--- config.mk ---
export PLATFORM = sky130hd
export DESIGN_NAME = stream_capture
export DESIGN_NICKNAME = d
export VERILOG_FILES = /design/src/rtl/stream_capture.sv
export SDC_FILE = /design/constraint.sdc
export NUM_CORES = 1
export LEC_CHECK = 0
export CAP_MARGIN = 30
export CORE_ASPECT_RATIO = 1.5
export CORE_MARGIN = 3
export CORE_UTILIZATION = 30
export CTS_CLUSTER_SIZE = 14
export DETAILED_ROUTE_END_ITERATION = 10
export DONT_BUFFER_PORTS = 1
export REMOVE_ABC_BUFFERS = 1
export SLEW_MARGIN = 10
export SYNTH_ARGS = -nofsm -noshare
export SYNTH_HDL_FRONTEND = slang
export SYNTH_SLANG_ARGS = --single-unit
--- constraint.sdc ---
create_clock -name clk -period 4.8 [get_ports clk]
set_input_delay 0.24 -clock clk [delete_from_list [all_inputs] [get_ports clk]]
set_output_delay 0.24 -clock clk [all_outputs]
set_load 0.01 [all_outputs]
--- src/rtl/stream_capture.sv ---
`default_nettype none
// ---------------------------------------------------------------------------
// stream_capture : arm, capture one N_DATA frame from a data_source stream,
//                  flag framing problems, then play the frame back on rd_en.
// Revision       : 1.0
// ---------------------------------------------------------------------------
module stream_capture #(
  parameter int WIDTH    = 32,
  parameter int MWIDTH   = 1,
  parameter int N_DATA   = 16,
  parameter int LOGNDATA = 4
) (
  input  logic                clk,
  input  logic                rst,
  input  logic                arm,
  input  logic                in_nd,
  input  logic [WIDTH-1:0]    in_data,
  input  logic [MWIDTH-1:0]   in_m,
  input  logic                in_first,
  input  logic                in_error,
  input  logic                rd_en,
  output logic [WIDTH-1:0]    rd_data,
  output logic [MWIDTH-1:0]   rd_m,
  output logic                rd_valid,
  output logic                rd_last,
  output logic                done,
  output logic [LOGNDATA:0]   count,
  output logic                sync_error,
  output logic                overflow,
  output logic                up_error
);

  localparam int WORD_W = WIDTH + MWIDTH;
  localparam logic [LOGNDATA:0]   c_full_count = (LOGNDATA+1)'(N_DATA);
  localparam logic [LOGNDATA-1:0] c_last_addr  = LOGNDATA'(N_DATA - 1);

  typedef enum logic [1:0] {
    S_IDLE    = 2'd0,
    S_ARMED   = 2'd1,
    S_CAPTURE = 2'd2,
    S_FULL    = 2'd3
  } state_t;

  state_t              state_q, state_d;
  logic [LOGNDATA:0]   count_q, count_d;
  logic [LOGNDATA-1:0] rd_addr_q, rd_addr_d;
  logic                done_q, done_d;
  logic                sync_error_q, sync_error_d;
  logic                overflow_q, overflow_d;
  logic                up_error_q, up_error_d;
  logic                rd_valid_q, rd_valid_d;
  logic                rd_last_q, rd_last_d;
  logic                mem_we;
  logic                rd_fire;
  logic [WORD_W-1:0]   rd_word_q;
  logic [WORD_W-1:0]   mem [N_DATA];

  always_comb begin
    state_d      = state_q;
    count_d      = count_q;
    rd_addr_d    = rd_addr_q;
    done_d       = done_q;
    sync_error_d = sync_error_q;
    overflow_d   = overflow_q;
    up_error_d   = up_error_q;
    rd_valid_d   = 1'b0;
    rd_last_d    = 1'b0;
    mem_we       = 1'b0;
    rd_fire      = 1'b0;

    if (arm) begin
      state_d      = S_ARMED;
      count_d      = '0;
      rd_addr_d    = '0;
      done_d       = 1'b0;
      sync_error_d = 1'b0;
      overflow_d   = 1'b0;
      up_error_d   = 1'b0;
    end else begin
      if (state_q != S_IDLE && in_error) up_error_d = 1'b1;
      case (state_q)
        S_ARMED: begin
          // Samples ahead of the first-flagged one are silently dropped
          if (in_nd && in_first) begin
            mem_we  = 1'b1;
            count_d = count_q + 1'b1;
            if (count_d == c_full_count) begin
              state_d = S_FULL;
              done_d  = 1'b1;
            end else begin
              state_d = S_CAPTURE;
            end
          end
        end
        S_CAPTURE: begin
          if (in_nd) begin
            mem_we  = 1'b1;
            count_d = count_q + 1'b1;
            if (in_first) sync_error_d = 1'b1;
            if (count_d == c_full_count) begin
              state_d = S_FULL;
              done_d  = 1'b1;
            end
          end
        end
        S_FULL: begin
          if (in_nd) overflow_d = 1'b1;
          if (rd_en) begin
            rd_fire    = 1'b1;
            rd_valid_d = 1'b1;
            rd_addr_d  = rd_addr_q + 1'b1;
            if (rd_addr_q == c_last_addr) begin
              rd_last_d = 1'b1;
              rd_addr_d = '0;
              state_d   = S_IDLE;
              done_d    = 1'b0;
              count_d   = '0;
            end
          end
        end
        default: ;
      endcase
    end
  end

  always_ff @(posedge clk) begin
    if (rst) begin
      state_q      <= S_IDLE;
      count_q      <= '0;
      rd_addr_q    <= '0;
      done_q       <= 1'b0;
      sync_error_q <= 1'b0;
      overflow_q   <= 1'b0;
      up_error_q   <= 1'b0;
      rd_valid_q   <= 1'b0;
      rd_last_q    <= 1'b0;
    end else begin
      state_q      <= state_d;
      count_q      <= count_d;
      rd_addr_q    <= rd_addr_d;
      done_q       <= done_d;
      sync_error_q <= sync_error_d;
      overflow_q   <= overflow_d;
      up_error_q   <= up_error_d;
      rd_valid_q   <= rd_valid_d;
      rd_last_q    <= rd_last_d;
    end
  end

  // Contents are never reset so the array maps onto block RAM
  always_ff @(posedge clk) begin
    if (mem_we) mem[count_q[LOGNDATA-1:0]] <= {in_m, in_data};
  end

  always_ff @(posedge clk) begin
    if (rst)          rd_word_q <= '0;
    else if (rd_fire) rd_word_q <= mem[rd_addr_q];
  end

  assign rd_data    = rd_word_q[WIDTH-1:0];
  assign rd_m       = rd_word_q[WORD_W-1:WIDTH];
  assign rd_valid   = rd_valid_q;
  assign rd_last    = rd_last_q;
  assign done       = done_q;
  assign count      = count_q;
  assign sync_error = sync_error_q;
  assign overflow   = overflow_q;
  assign up_error   = up_error_q;

endmodule
`default_nettype wire

==> reports/qor.txt, run 1 <==
status - finished clean
fin crit share - 0.668
CP Data Required Time - 5080 ps
Finished Layout Cells - 2,104
grt ovf - 0
Die Y - 338 um
cts repair resizes - 0
Unique masters post-synth - 45
worst hold stages - 4
Max H-tree Level - 2
Hold/Removal Path Class - input pin to flip-flop
largest net degree at the start of global routing - 78
Reg2Reg Depth - 7
Clock power frac - 0.412
fin util - 0.350
Post-Syn Instances - 1,066
drt first pass iters - 5
Power Density - 378 mW/mm^2
Placer Congestion - 0.715
layout cells sized above 1 - 0.218
Clock Skew - 15.1 ps
Clock transition at path regs - 60 ps
RSZ-0062 raised after global routing - no
Filler cells - 6,665
Final Hold Viols - 0
Detailed Place HPWL - 29.4 mm
Sw Ratio - 0.195
Post-DRT Antenna Nets - 0
Flop pwr share - 0.572
internal power - 7.74 mW
mean cell area of the mapped netlist - 20.7 um^2
area share of the leading cell type in the synthesized netlist - 0.719
Inst Count DP - 1,962
r2r startpoint - state_q[1]
CTS Buf Count - 52
WL/cell - 23.3 um
Port Buffers - 0
Remaining DRCs - 0
all-layer global routing usage - 0.128
crit path to - mem[12][25]
Final Setup Violations - 0
Area Overhead vs Synth - 15.4%
Comb pwr share - 0.017
first-pass GRT wire length - 72.9 mm
initial core utilization - 0.303
most common cell in the synthesized netlist - edfxtp_1
endpoint class of the critical path - flip-flop
number of synthesized flops with an enable pin - 528
final net count - 1,185
Site Rows - 121
Sw Pwr - 1.88 mW
Max Freq - 312 MHz
Least-Margin Pin Slew - 927 ps
#FFs+latches synth - 578
clk sinks - 578
WL final - 48.9 mm
vias in the first global route - 11,000
total number of vias - 10,300
Cell Area, Synth - 0.0220 mm^2
Top FF cell, synth - edfxtp_1
CP Class - flip-flop to flip-flop
setup repair bufs after CTS - 0
crit path DAT - 3490 ps
setup slack, reg-to-reg - 1590 ps
fin. max-slew vios - 0
largest cells by area after synthesis - edfxtp_1 (72%), mux4_2 (13%), dfxtp_1 (4.5%)
Crit Path Max Fanout - 24
DR iter-0 viols - 845
leading area contributor after synthesis - edfxtp_1
Relative slew margins - 0.381
Core Region - 0.0727 mm^2
# IOs - 84
fin crit period - 3210 ps
yosys warns - 0
Max Cap Viol - 0
CP startpoint - state_q[1]
sequential share of the synthesized area - 0.765
clock buffer depth - 3
Reg-to-Reg End - mem[12][25]
vias per std cell - 4.92
CTS tree - done
width of the chip - 227 um
Post-synth top cells - edfxtp_1 (528), mux4_2 (128), mux2i_1 (68)
Root Buffer - clkbuf_16
initial antenna violation count - 11
Worst Setup Start Kind - flip-flop
Post-synth ARST share - 0
Die Footprint - 0.0768 mm^2
Clk Latency, worst-skew pair - 590 ps
Leakage - 7.47 nW
worst vdd ir - 228 uV
[layout make-up]
class,instances,area [um^2],area share
Clock buffer,77,1450,0.0569
Sequential cell,578,16900,0.663
Multi-Input combinational cell,426,4980,0.196
Tap cell,922,1150,0.0454
Clock inverter,18,154,0.00605
Inverter,6,22.5,0.000885
Antenna cell,6,15.0,0.000590
Timing Repair Buffer,71,801,0.0315
[critical path, cell delays in order, from the launching register on]
cell and delay, ps:
dfxtp_1 420, inv_1 110, ha_1 360, nand2_1 70, nor3_1 440, nand2_1 360, nor2_4 790, buf_4 350
[per-layer routing]
| layer | GRT usage | up-vias | part of all wire |
|---|---|---|---|
| met1 | 0.155 | 5504 | 0.39 |
| met3 | 0.0349 | 76 | 0.067 |
| met2 | 0.223 | 246 | 0.52 |
| met4 | 0.0378 | 10 | 0.024 |
| li1 | - | 4513 | - |
| met5 | 0 | - | 0.0013 |
[per-stage QoR]
step	hold WS, ps	setup WS (ps)	total power, mW	cell area (um^2)	TNS, ps
3_3_place_gp	312	1600	5.68	23200	0
6_report	68.5	1590	9.62	25400	0
4_1_cts	26.9	1500	9.72	25400	0
5_1_grt	49.2	1280	9.93	25400	0
3_5_place_dp	318	1510	5.68	23400	0
2_1_floorplan	309	-2470	5.66	21700	-92150
[worst min-delay path by stage]
stage               slack, ps  startpoint    endpoint
floorplan                 310         rst  state_q[0]
CTS                        30       in_nd    count[1]
finish                     70       in_nd    count[1]
detailed placement        320         rst  state_q[0]
global route               50       in_nd    count[1]
global placement          310         rst  state_q[0]
[cells in the final DEF, fill, tap and decap left out, types with 4 or more instances in the layout]
| master | count |
|---|---|
| a21oi_1 | 49 |
| a31oi_1 | 4 |
| buf_12 | 7 |
| buf_16 | 4 |
| buf_4 | 20 |
| clkbuf_1 | 21 |
| clkbuf_16 | 53 |
| clkinv_1 | 6 |
| clkinv_2 | 4 |
| dfxtp_1 | 47 |
| diode_2 | 6 |
| dlygate4sd3_1 | 40 |
| edfxtp_1 | 528 |
| ha_1 | 10 |
| inv_1 | 6 |
| inv_6 | 4 |
| mux2i_1 | 68 |
| mux4_2 | 128 |
| nand2_1 | 18 |
| nand2b_1 | 5 |
| nand3_1 | 4 |
| nor2_1 | 42 |
| nor2_4 | 13 |
| nor3_1 | 6 |
| nor3_2 | 4 |
| o21ai_0 | 8 |
| o21ai_1 | 31 |
[cells by family (layout without fill, tap and decap cells)]
family                   Yosys count  in the layout  synth area share
flip-flops                       578            578             0.765
buffers and inverters             62            172            0.0150
AO/OA/AOI/OAI                    104            104            0.0262
other                              0              6                 0
multiplexers                     202            202             0.165
adder cells (fa/ha/maj)           10             10           0.00568
AND/OR/NAND/NOR                  109            109            0.0231
XOR/XNOR                           1              1          0.000397
[sequential cells by signal, summed over array words and instances (netlist names)]
register / cells
count: 5
done: 1
mem: 528
overflow: 1
rd_addr_q: 4
rd_last: 1
rd_valid: 1
rd_word_q: 33
state_q: 2
sync_error: 1
up_error: 1
[power groups by stage]
stage	Sequential, mW	Combinational [mW]	Clock, mW
after floorplan	5.61	0.0489	0
after global placement	5.61	0.0682	0
after detailed placement	5.61	0.0699	0
after CTS	5.50	0.163	4.06
after global routing	5.50	0.178	4.26
final	5.50	0.161	3.96
[timing repair]
item                                    in CTS  in global routing
endpoints found under the hold margin      546                  0
endpoints found under the setup margin       0                  0
hold buffers                                40                  0
No activity file was read; power rests on OpenSTA's default activity.
==> run 2, diff against run 1 <==
- clock period: 4.8 -> 2.8 ns (I/O delays scaled with it)
==> run 2 against run 1 <==
Against the previous run: sequential share of layout area shrank 0.58 points; sequential power grew 71%; clock power grew 80%; register-to-register slack lost 1400 ps; die area is the same; final cell count grew 0.24%; first-iteration DRC count shrank 0.95%; critical path type unchanged; critical endpoint is now state_q[0]; largest cell class unchanged.
==> reports/qor.txt, run 2 (synthesized netlist as in run 1, its figures left out) <==
width of the chip - 227 um
Hold/Removal Path Class - input pin to flip-flop
Die Footprint - 0.0768 mm^2
grt ovf - 0
Power Density - 655 mW/mm^2
drt first pass iters - 5
all-layer global routing usage - 0.122
fin. max-slew vios - 0
setup repair bufs after CTS - 0
Final Hold Viols - 0
Reg2Reg Depth - 6
Cell Area, Placed - 0.0235 mm^2
Clock Skew - 24.8 ps
CP Data Required Time - 3320 ps
endpoint class of the critical path - flip-flop
CP max stage delay - 600 ps
Post-DRT Antenna Nets - 0
setup slack, reg-to-reg - 230 ps
Filler cells - 6,651
initial antenna violation count - 11
Max H-tree Level - 2
Register Area - 0.0169 mm^2
CP startpoint - count[0]
crit path to - state_q[0]
WL/cell - 22.2 um
Root Buffer - clkbuf_16
Port Buffers - 0
CTS Buf Count - 53
CTS tree - done
first-pass GRT wire length - 70.2 mm
Worst Setup Start Kind - flip-flop
layout cells sized above 1 - 0.226
Reg-to-Reg End - state_q[0]
Max Cap Viol - 0
Core Region - 0.0727 mm^2
largest net degree at the start of global routing - 63
Placer Congestion - 0.720
crit path DAT - 3100 ps
fin crit period - 2570 ps
CP Class - flip-flop to flip-flop
Remaining DRCs - 0
cts repair resizes - 0
initial core utilization - 0.303
Crit Path Max Fanout - 10
DR iter-0 viols - 837
Clock transition at path regs - 70 ps
RSZ-0062 raised after global routing - no
vias per std cell - 4.86
Site Rows - 121
commonest non-fill, non-tap cell in the layout - edfxtp_1
clock buffer depth - 3
status - finished clean
# IOs - 84
commonest cells after routing, fill and taps aside - edfxtp_1 (528), mux4_2 (128), mux2i_1 (68)
max reg flops - 528
WL final - 46.9 mm
crit-path cells - ha_1 > nand2_1 > or3_1 > a31o_1 > a21oi_1 > dlygate4sd3_1
Least-Margin Pin Slew - 973 ps
clk sinks - 578
Setup TNS - 0 ps
post-layout power - 16.8 mW
Final Setup Violations - 0
design area - 0.0257 mm^2
Area Overhead vs Synth - 16.4%
final net count - 1,186
Hold Buf Count CTS - 40
Leakage - 7.55 nW
vias in the first global route - 10,800
Clk Latency, worst-skew pair - 600 ps
Multi-input gate area - 0.00498 mm^2
Max Freq - 388 MHz
slowest CP cell - dfxtp_1
fin crit share - 0.919
Die Y - 338 um
r2r startpoint - count[0]
Detailed Place HPWL - 26.0 mm
worst vdd ir - 418 uV
Relative slew margins - 0.352
total number of vias - 10,200
-- run 2: cell count changes in the layout (fill, tap and decap cells not counted), moves of 2 or more --
| cell | delta |
|---|---|
| buf_12 | +13 |
| buf_16 | -4 |
| buf_4 | -9 |
| clkbuf_1 | -3 |
| clkbuf_8 | +7 |
| clkinv_1 | -4 |
| clkinv_2 | +2 |
| inv_6 | -2 |
-- run 2: critical path: cells and delay by family, from the launching register on --
family | cells | cell delay, ps
DFF | 1 | 600
and+or+nand+nor | 2 | 590
buffers and inverters | 1 | 580
adders and majority gates | 1 | 370
AOI/OAI and AO/OA | 2 | 360
-- run 2: metrics by stage --
step	hold WS, ps	std cells	worst slack (ps)	util
3_5_place_dp	214	1963	404	0.323
6_report	26.8	2109	226	0.353
5_1_grt	39.6	2106	117	0.353
4_1_cts	2.79	2102	326	0.353
3_3_place_gp	213	1963	467	0.323
2_1_floorplan	209	1010	-4470	-
-- run 2: layout make-up --
cell class / instances / area share
Antenna cell: 7 / 0.000683
Inverter: 6 / 0.000878
Timing Repair Buffer: 71 / 0.0344
Clock inverter: 18 / 0.00805
Tap cell: 922 / 0.0450
Clock buffer: 81 / 0.0597
Multi-Input combinational cell: 426 / 0.194
Sequential cell: 578 / 0.657
-- run 2: layer usage --
metal  wire (um)  GRT usage  share of wire
met5          55          0         0.0012
met4         926     0.0313          0.020
met2       24900      0.221           0.53
met3        2210     0.0237          0.047
met1       18800      0.150           0.40
-- run 2: worst min path at each step --
| stage | end | cells after the start | from | slack, ps |
|---|---|---|---|---|
| floorplan | state_q[0] | 1 | rst | 210 |
| global placement | state_q[0] | 1 | rst | 210 |
| detailed placement | state_q[0] | 1 | rst | 210 |
| CTS | count[0] | 4 | rd_en | 3 |
| global route | count[0] | 4 | rd_en | 40 |
| finish | count[0] | 4 | rd_en | 30 |
-- run 2: report_power, final --
| part | switching, mW | leakage [nW] | internal, mW |
|---|---|---|---|
| logic | 0.177 | 1.55 | 0.0876 |
| clock network | 3.13 | 0.847 | 4.00 |
| registers | 0.0130 | 5.15 | 9.41 |
